$ cat config.mk
export PLATFORM = sky130hd
export DESIGN_NAME = int16alu_issue
export DESIGN_NICKNAME = d
export VERILOG_FILES = /design/src/rtl/int16alu_issue_pkg.sv /design/src/rtl/int16alu_issue_fifo.sv /design/src/rtl/int16alu_issue.sv
export SDC_FILE = /design/constraint.sdc
export NUM_CORES = 1
export LEC_CHECK = 0
export CAP_MARGIN = 15
export CORE_MARGIN = 5
export CORE_UTILIZATION = 50
export DETAILED_ROUTE_END_ITERATION = 8
export PLACE_DENSITY = 0.82
export SYNTH_ARGS = -nofsm -noshare
export SYNTH_HDL_FRONTEND = slang
export SYNTH_HIERARCHICAL = 1
export SYNTH_SLANG_ARGS = --single-unit
$ cat constraint.sdc
create_clock -name clk -period 4.9 [get_ports clk]
set_input_delay 0.49 -clock clk [delete_from_list [all_inputs] [get_ports clk]]
set_output_delay 0.49 -clock clk [all_outputs]
set_load 0.02 [all_outputs]
$ cat src/rtl/int16alu_issue_pkg.sv
// Shared ALU opcode/compare encodings, issue-side request record and mult-op classifier.
package int16alu_issue_pkg;

    localparam logic [4:0] OP_ADD  = 5'h00;
    localparam logic [4:0] OP_ADDI = 5'h01;
    localparam logic [4:0] OP_SUB  = 5'h02;
    localparam logic [4:0] OP_MUL  = 5'h03;
    localparam logic [4:0] OP_MULI = 5'h04;
    localparam logic [4:0] OP_FMA  = 5'h05;
    localparam logic [4:0] OP_SETP = 5'h06;
    localparam logic [4:0] OP_SELP = 5'h07;

    localparam logic [1:0] COMP_EQ = 2'd0;
    localparam logic [1:0] COMP_NE = 2'd1;
    localparam logic [1:0] COMP_LT = 2'd2;
    localparam logic [1:0] COMP_LE = 2'd3;

    localparam int unsigned ALU_MULT_LAT = 2;

    typedef struct packed {
        logic [4:0]  op;
        logic [1:0]  cmp;
        logic        pred;
        logic [15:0] a;
        logic [15:0] b;
        logic [15:0] c;
    } alu_req_t;

    function automatic logic is_mult_op(input logic [4:0] op);
        return (op == OP_MUL) || (op == OP_MULI) || (op == OP_FMA);
    endfunction

endpackage

$ cat src/rtl/int16alu_issue_fifo.sv
// Synchronous instruction FIFO: registered, no bypass; flush clears and beats a concurrent push.
module int16alu_issue_fifo #(
    parameter int unsigned DEPTH = 4,
    parameter int unsigned W     = 8
) (
    input  logic         clk,
    input  logic         rst,
    input  logic         i_flush,
    input  logic         i_push,
    input  logic         i_pop,
    input  logic [W-1:0] i_data,
    output logic [W-1:0] o_data,
    output logic         o_empty,
    output logic         o_full
);
    localparam int unsigned AW = $clog2(DEPTH);
    localparam logic [AW:0] PTR_ONE = (AW+1)'(1);

    logic [W-1:0] r_mem [DEPTH];
    logic [AW:0]  r_wptr;
    logic [AW:0]  r_rptr;
    logic         w_do_push;
    logic         w_do_pop;

    // Extra pointer MSB distinguishes full from empty when the index bits match.
    assign o_empty   = (r_wptr == r_rptr);
    assign o_full    = (r_wptr[AW] != r_rptr[AW]) && (r_wptr[AW-1:0] == r_rptr[AW-1:0]);
    assign w_do_push = i_push & ~o_full & ~i_flush;
    assign w_do_pop  = i_pop & ~o_empty & ~i_flush;
    assign o_data    = r_mem[r_rptr[AW-1:0]];

    always_ff @(posedge clk or posedge rst) begin
        if (rst) begin
            r_wptr <= '0;
            r_rptr <= '0;
        end else if (i_flush) begin
            r_wptr <= '0;
            r_rptr <= '0;
        end else begin
            if (w_do_push) r_wptr <= r_wptr + PTR_ONE;
            if (w_do_pop)  r_rptr <= r_rptr + PTR_ONE;
        end
    end

    always_ff @(posedge clk) begin
        if (w_do_push) r_mem[r_wptr[AW-1:0]] <= i_data;
    end

endmodule

$ cat src/rtl/int16alu_issue.sv
// Issue/writeback controller in front of int16alu: queues decoded ops, issues under the
// valid_in/busy contract, waits out the 2-cycle multiplier and returns tagged results.
module int16alu_issue
    import int16alu_issue_pkg::*;
#(
    parameter int unsigned DEPTH = 4,
    parameter int unsigned DST_W = 4
) (
    input  logic             clk,
    input  logic             rst,
    input  logic             in_valid,
    output logic             in_ready,
    input  logic [4:0]       in_op,
    input  logic [1:0]       in_cmp_mode,
    input  logic             in_pred,
    input  logic [15:0]      in_a,
    input  logic [15:0]      in_b,
    input  logic [15:0]      in_c,
    input  logic [DST_W-1:0] in_dst,
    input  logic             in_wb_en,
    input  logic             flush,
    output logic [4:0]       alu_op,
    output logic [1:0]       alu_cmp_mode,
    output logic             alu_pred_val,
    output logic [15:0]      alu_op_a,
    output logic [15:0]      alu_op_b,
    output logic [15:0]      alu_op_c,
    output logic             alu_valid_in,
    input  logic             alu_busy,
    input  logic             alu_valid_out,
    input  logic [15:0]      alu_result,
    output logic             wb_valid,
    output logic [DST_W-1:0] wb_dst,
    output logic [15:0]      wb_data,
    output logic             wb_is_pred,
    output logic             idle,
    output logic             proto_err
);
    typedef enum logic [1:0] {ST_ISSUE, ST_MWAIT1, ST_MWAIT2} state_t;

    localparam int unsigned ENT_W = $bits(alu_req_t) + DST_W + 1;

    alu_req_t         w_in_req;
    alu_req_t         w_head_req;
    logic [ENT_W-1:0] w_wr_ent;
    logic [ENT_W-1:0] w_head_ent;
    logic [DST_W-1:0] w_head_dst;
    logic             w_head_wb_en;
    logic             w_empty;
    logic             w_full;
    logic             w_issue;
    logic             w_head_mult;
    logic             w_vout_exp;
    logic             w_err;

    state_t           r_state;
    logic [DST_W-1:0] r_if_dst;
    logic             r_if_wb_en;
    logic             r_if_is_pred;
    logic             r_wb_valid;
    logic [DST_W-1:0] r_wb_dst;
    logic [15:0]      r_wb_data;
    logic             r_wb_is_pred;
    logic             r_proto_err;

    assign w_in_req = '{op: in_op, cmp: in_cmp_mode, pred: in_pred, a: in_a, b: in_b, c: in_c};
    assign w_wr_ent = {in_dst, in_wb_en, w_in_req};
    assign {w_head_dst, w_head_wb_en, w_head_req} = w_head_ent;

    int16alu_issue_fifo #(.DEPTH(DEPTH), .W(ENT_W)) u_fifo (
        .clk     (clk),
        .rst     (rst),
        .i_flush (flush),
        .i_push  (in_valid & in_ready),
        .i_pop   (w_issue),
        .i_data  (w_wr_ent),
        .o_data  (w_head_ent),
        .o_empty (w_empty),
        .o_full  (w_full)
    );

    assign in_ready     = ~w_full;
    assign w_issue      = (r_state == ST_ISSUE) & ~w_empty & ~flush;
    assign w_head_mult  = is_mult_op(w_head_req.op);
    assign alu_valid_in = w_issue;
    assign alu_op       = w_empty ? '0 : w_head_req.op;
    assign alu_cmp_mode = w_empty ? '0 : w_head_req.cmp;
    assign alu_pred_val = w_empty ? 1'b0 : w_head_req.pred;
    assign alu_op_a     = w_empty ? '0 : w_head_req.a;
    assign alu_op_b     = w_empty ? '0 : w_head_req.b;
    assign alu_op_c     = w_empty ? '0 : w_head_req.c;

    // A result is due exactly in a single-cycle issue cycle or in MWAIT2, never elsewhere.
    assign w_vout_exp = (w_issue & ~w_head_mult) | (r_state == ST_MWAIT2);
    assign w_err      = (alu_busy & w_issue) | (alu_valid_out != w_vout_exp);

    assign idle       = w_empty & (r_state == ST_ISSUE);
    assign wb_valid   = r_wb_valid;
    assign wb_dst     = r_wb_dst;
    assign wb_data    = r_wb_data;
    assign wb_is_pred = r_wb_is_pred;
    assign proto_err  = r_proto_err;

    always_ff @(posedge clk or posedge rst) begin
        if (rst) begin
            r_state      <= ST_ISSUE;
            r_if_dst     <= '0;
            r_if_wb_en   <= 1'b0;
            r_if_is_pred <= 1'b0;
            r_wb_valid   <= 1'b0;
            r_wb_dst     <= '0;
            r_wb_data    <= '0;
            r_wb_is_pred <= 1'b0;
            r_proto_err  <= 1'b0;
        end else begin
            r_wb_valid <= 1'b0;
            if (w_err) r_proto_err <= 1'b1;
            case (r_state)
                ST_ISSUE: begin
                    if (w_issue) begin
                        if (w_head_mult) begin
                            r_state      <= ST_MWAIT1;
                            r_if_dst     <= w_head_dst;
                            r_if_wb_en   <= w_head_wb_en;
                            r_if_is_pred <= (w_head_req.op == OP_SETP);
                        end else if (alu_valid_out & w_head_wb_en) begin
                            r_wb_valid   <= 1'b1;
                            r_wb_dst     <= w_head_dst;
                            r_wb_data    <= alu_result;
                            r_wb_is_pred <= (w_head_req.op == OP_SETP);
                        end
                    end
                end
                ST_MWAIT1: r_state <= ST_MWAIT2;
                ST_MWAIT2: begin
                    r_state <= ST_ISSUE;
                    if (alu_valid_out & r_if_wb_en) begin
                        r_wb_valid   <= 1'b1;
                        r_wb_dst     <= r_if_dst;
                        r_wb_data    <= alu_result;
                        r_wb_is_pred <= r_if_is_pred;
                    end
                end
                default: r_state <= ST_ISSUE;
            endcase
        end
    end

endmodule

==> run summary, run 1 <==
DR DRC count: 0
Post-DRT Antenna Nets: 0
Routed Wire Length: 21950 um
Clk sinks: 281
Worst Path Arrival: 3720 ps
Max-slew violation count: 0
Status: complete, no violations
H-tree depth: 1
Clock Latency Late Sink: 540 ps
Peak supply drop: 355.9 uV
Fin crit share: 85.95%
Most frequent cells in the layout: 244 x edfxtp_1, 164 x clkdlybuf4s50_1, 62 x nor2b_1
Sequential power share: 40.4%
Seq/Total Area, Yosys: 74.22%
Chip width: 159.1 um
Worst r2r src: u_fifo/r_rptr[0]
Endpoints failing setup: 0
Syn nets: 626
Die height: 159.1 um
Root Buffer: clkbuf_16
DP Worst Slack: 1144 ps
Final WS setup: 688.4 ps
Int Power: 5.300 mW
First-pass GRT wire length: 34290 um
Register-to-register setup slack: 1120 ps
FMAX: 237.4 MHz
Number of cell rows: 54
Clk pin slew, worst setup/hold paths: 60 ps
Critical Path Sink Type: primary output
Reg2reg end: u_fifo/r_mem[1][57]
RSZ-0062 raised after global routing: false
Yosys reg bits: 281
First-pass iteration count of the detailed router: 5
Routability cong.: 0.7490
Wire length per cell: 21.65 um
Initial antenna violation count: 2
Clock skew: 7.746 ps
Lkg Pwr: 4.699 nW
Worst slew pin tran: 1009 ps
DP HPWL: 13200 um
Count of cell types in the netlist: 41
Total Routing Usage GR: 16.74%
Cts repair resizes: 0
Final min period: 4212 ps
Synthesized area per cell: 20.67 um2
Switch share: 29.87%
Fraction of layout instances using a drive strength above 1: 19.75%
Area of the mapped netlist: 11120 um2
Pin count of the biggest net entering global routing: 62
Longest Clk Path Bufs: 3
Filler cell count: 1495
Startpoint types: flop
Most common cell after layout, fill and taps aside: edfxtp_1
Critical Path RT: 4410 ps
Cell count after synthesis: 538
Combinational power share: 31.6%
Synth Warn #: 6
Io pins: 165
Crit path kind: flop to primary output
Max_slew headroom: 32.73%
PD cells: 540.9 nW/um2
CTS tree: built
Setup Buffers After CTS: 0
TNS Setup: 0 ps
Hold/Removal Path Class: primary input to async pin
Reg2Reg Depth: 7
Initial Util: 50.79%
Area grow syn2layout: 25.68%
Layout Nets: 800
Vias: 5633
Die Area: 25320 um2
Max Cap Viol: 0
Clock power frac: 28.0%
Inserted Clock Buffers: 29
Vias in the first global route: 5978
Hold slack final: 197.5 ps
Iter 0 DRT Violations: 421
Port bufs: 164
Top-area cell type share of the netlist area: 65.89%
Yosys top cell by area: edfxtp_1
Core area: 21890 um2
Total Power: 7.558 mW
Overflow after GRT: 0
Psw: 2.258 mW
Final hold violation count: 0
Cts hold-fix bufs: 0
Crit path max fanout: 57
Ant diodes: 0
Vias per inst: 5.555
Synth top area cells: edfxtp_1 66%, mux4_2 12%, dfrtp_1 8.3%
==> metrics by stage <==
stage / instances / util (%) / cell area (um2)
after detailed placement: 960 / 59.48 / 13020
after floorplan: 538 / - / 11120
after global routing: 1014 / 63.84 / 13970
final: 1014 / 63.84 / 13970
after global placement: 960 / 59.48 / 13020
after CTS: 1013 / 63.71 / 13950
==> state kept, by name, summed over array words and instances (netlist names), 2 cells and up <==
register	flops
u_fifo/r_mem	244
u_fifo/r_wptr	3
wb_data	16
r_state	2
wb_dst	4
u_fifo/r_rptr	3
r_if_dst	4
==> Yosys cell counts, drive strengths merged <==
cell type / number
a211o: 1
nand2b: 1
nor2b: 62
nand2: 6
xor2: 3
nand4: 2
mux4: 61
nor4b: 2
nor3b: 3
a311oi: 1
a211oi: 1
o211ai: 2
a31oi: 2
and3: 2
edfxtp: 244
a21oi: 4
o21ai: 6
or2b: 1
xnor2: 3
ha: 5
or4: 2
o31a: 1
mux2: 30
o211a: 2
a41oi: 2
buf: 16
inv: 9
nand4b: 1
o311ai: 2
dfrtp: 37
clkbuf: 9
nor2: 7
and2: 4
nand3: 2
a2bb2oi: 2
==> logic make-up (layout without fill, tap and decap cells) <==
| group | count (synthesis) | count (layout) | share of synthesized area (%) |
|---|---|---|---|
| and+or+nand+nor | 95 | 95 | 5.199 |
| xor gates and xnor gates | 6 | 6 | 0.5402 |
| buffers and inverters | 34 | 230 | 1.631 |
| muxes | 91 | 91 | 16.03 |
| adders and majority gates | 5 | 5 | 0.5626 |
| AOI/OAI and AO/OA | 26 | 26 | 1.812 |
| DFF | 281 | 281 | 74.22 |
==> worst max path at each step <==
stage	slack (ps)	start	endpoint	cells past startpoint
2_1_floorplan	1430	u_fifo/r_wptr[1]	u_fifo/r_mem[1][0]	8
3_3_place_gp	1320	u_fifo/r_rptr[0]	idle	6
3_5_place_dp	1140	u_fifo/r_rptr[0]	u_fifo/r_mem[1][29]	7
4_1_cts	570	u_fifo/r_rptr[0]	idle	6
5_1_grt	380	u_fifo/r_rptr[0]	idle	6
6_report	690	u_fifo/r_rptr[0]	idle	6
==> critical path, stage by stage, from the launching register on <==
cell and delay, ps:
dfrtp_4 970, xnor2_2 270, nand2_1 230, nor2_4 160
buf_4 530, nor3b_1 320, clkdlybuf4s50_1 670
==> layout make-up <==
class / instances / area [um2] / area share [%]
Multi-Input combinational cell: 223 / 2711 / 19.40
Inverter: 9 / 33.78 / 0.2417
Tap cell: 280 / 350.3 / 2.507
Clock inverter: 16 / 171.4 / 1.227
Timing Repair Buffer: 168 / 1692 / 12.10
Sequential cell: 281 / 8260 / 59.11
Clock buffer: 37 / 755.7 / 5.408
==> power by group through the flow <==
stage / clock (mW) / sequential, mW / combinational (mW)
after detailed placement: 0 / 3.11 / 2.40
after global placement: 0 / 3.08 / 2.37
after CTS: 2.16 / 3.06 / 2.42
after global routing: 2.27 / 3.09 / 2.52
final: 2.12 / 3.05 / 2.39
after floorplan: 0 / 3.14 / 1.28
==> routing by layer <==
| metal | up-vias | share of wire, % | track usage, % |
|---|---|---|---|
| met1 | 2881 | 41 | 22.62 |
| met2 | 212 | 50 | 27.46 |
| met4 | 4 | 2.1 | 4.188 |
| li1 | 2496 | - | - |
| met5 | - | 0.096 | 0 |
| met3 | 40 | 7.1 | 4.478 |
(Power assumes the default switching activity.)
==> inputs of run 2 (changes only) <==
--- a/config.mk
+++ b/config.mk
@@ -9,6 +9,7 @@
 export CORE_MARGIN = 5
 export CORE_UTILIZATION = 50
 export DETAILED_ROUTE_END_ITERATION = 8
+export GPL_ROUTABILITY_DRIVEN = 0
 export PLACE_DENSITY = 0.82
 export SYNTH_ARGS = -nofsm -noshare
 export SYNTH_HDL_FRONTEND = slang
==> results of run 2 <==
No change in the layout: final DEF, timing and power equal those of run 1.
==> inputs of run 3 (changes only) <==
--- a/config.mk
+++ b/config.mk
@@ -6,6 +6,7 @@
 export NUM_CORES = 1
 export LEC_CHECK = 0
 export CAP_MARGIN = 15
+export CORE_ASPECT_RATIO = 0.6
 export CORE_MARGIN = 5
 export CORE_UTILIZATION = 50
 export DETAILED_ROUTE_END_ITERATION = 8
==> run 3 against run 2 <==
  * Total power is 1.7% lower
  * Sequential power is essentially flat
  * Largest power group unchanged
  * Critical path depth is the same
  * First-iteration DRC count up 0.24%
  * Final area decreased by 0.56%
  * Cell count fell by 0.20%
  * Clock skew grew 3.1 ps
  * Setup slack improved by 76 ps
==> run summary, run 3 (synthesis results as in run 1) <==
Endpoints failing setup: 0
Post-route cell area: 13900 um2
Core area: 21970 um2
First-pass GRT wire length: 34600 um
DR DRC count: 0
Placed Area: 13030 um2
Port bufs: 164
Vias: 5673
Ant diodes: 0
Max-slew violation count: 0
Placed insts: 967
Io pins: 165
Clk pin slew, worst setup/hold paths: 60 ps
Die Area: 25420 um2
Total Routing Usage GR: 17.37%
First-pass iteration count of the detailed router: 5
Inserted Clock Buffers: 26
Clock Latency Late Sink: 520 ps
Final min period: 4136 ps
Longest Clk Path Bufs: 3
Cts hold-fix bufs: 0
Worst Path Arrival: 3650 ps
Met2 usage: 27.21%
Area grow syn2layout: 24.98%
Max Cap Viol: 0
Hold slack final: 225.6 ps
Crit path kind: flop to primary output
Most frequent cells in the layout: 244 x edfxtp_1, 164 x clkdlybuf4s50_1, 62 x nor2b_1
Fin crit share: 84.40%
Startpoint types: flop
Fraction of layout instances using a drive strength above 1: 19.97%
CTS tree: built
Vias per inst: 5.606
Die height: 125.5 um
Lkg Pwr: 4.672 nW
PD cells: 534.8 nW/um2
Initial Util: 50.62%
Clock skew: 10.83 ps
Final hold violation count: 0
Met1 Resource Use GR: 25.25%
TNS Setup: 0 ps
Final Instance Count excl. Fillers: 1012
Critical Path RT: 4410 ps
Largest register FFs: 244
DP HPWL: 13610 um
Pin count of the biggest net entering global routing: 62
Layout Nets: 798
Met3 Use GR: 4.503%
Iter 0 DRT Violations: 422
Worst slew pin tran: 990.8 ps
Max_slew headroom: 33.94%
Number of cell rows: 42
H-tree depth: 1
Routed Wire Length: 22380 um
Critical Path Sink Type: primary output
Peak supply drop: 296.5 uV
Overflow after GRT: 0
Root Buffer: clkbuf_16
Most common cell after layout, fill and taps aside: edfxtp_1
Initial antenna violation count: 2
Vias in the first global route: 5989
Post-DRT Antenna Nets: 0
Gr busiest metal: met2
FMAX: 241.8 MHz
Clk sinks: 281
Hold/Removal Path Class: primary input to async pin
Wire length per cell: 22.11 um
Crit path max fanout: 57
Status: complete, no violations
RSZ-0062 raised after global routing: false
Chip width: 202.5 um
Setup Buffers After CTS: 0
Cts repair resizes: 0
-- run 3: cell count changes in the layout (fill, tap and decap cells not counted), moves of 2 or more --
cell | previous run | this run
clkinv_1 | 7 | 5
clkbuf_1 | 8 | 2
clkinv_2 | 2 | 4
clkbuf_16 | 29 | 27
-- run 3: metal layers --
layer	routed length, um	up-vias
met3	1721	35
met1	9781	2907
li1	-	2486
met4	338	4
met2	10510	241
met5	24	-
-- run 3: path summary, 6_finish.rpt --
kind | start | to | slack, ps | cells past startpoint
worst max-delay path | u_fifo/r_rptr[1] | idle | 760 | 6
worst min-delay path | rst | u_fifo/r_rptr[2] | 230 | 2
worst max register to register | u_fifo/r_rptr[0] | u_fifo/r_mem[2][29] | 1140 | 7
worst min register to register | r_if_wb_en | r_if_wb_en | 500 | 1
max in group asynchronous | rst | wb_data[6] | 4150 | 3
min in group clk | r_if_wb_en | r_if_wb_en | 500 | 1
-- run 3: area by class of cell --
type | count | area [um2]
inverter | 9 | 33.78
fill | 1478 | 8069
tap | 286 | 357.8
timing repair buffer | 169 | 1699
clock buffer | 30 | 696.9
clock inverter | 14 | 146.4
sequential | 281 | 8260
multi-input combinational | 223 | 2703
-- run 3: power breakdown --
group	leakage (nW)	internal [mW]	switching [mW]
logic	1.58	1.15	1.24
clock network	0.417	1.17	0.814
registers	2.68	2.90	0.161
total	4.67	5.22	2.21
-- run 3: per-stage QoR --
stage | util, % | power [mW] | setup slack (ps)
2_1_floorplan | - | 4.425 | 1434
3_3_place_gp | 59.30 | 5.444 | 1337
3_5_place_dp | 59.30 | 5.506 | 1141
4_1_cts | 63.14 | 7.516 | 656.4
5_1_grt | 63.27 | 7.756 | 441.5
6_report | 63.27 | 7.432 | 764.3
-- run 3: worst max-delay path, stage by stage, from the launching register on --
cell and delay, ps:
dfrtp_4 700, xnor2_1 490, nand2_1 250, nor2_4 160, buf_4 570, nor3b_1 290
clkdlybuf4s50_1 650
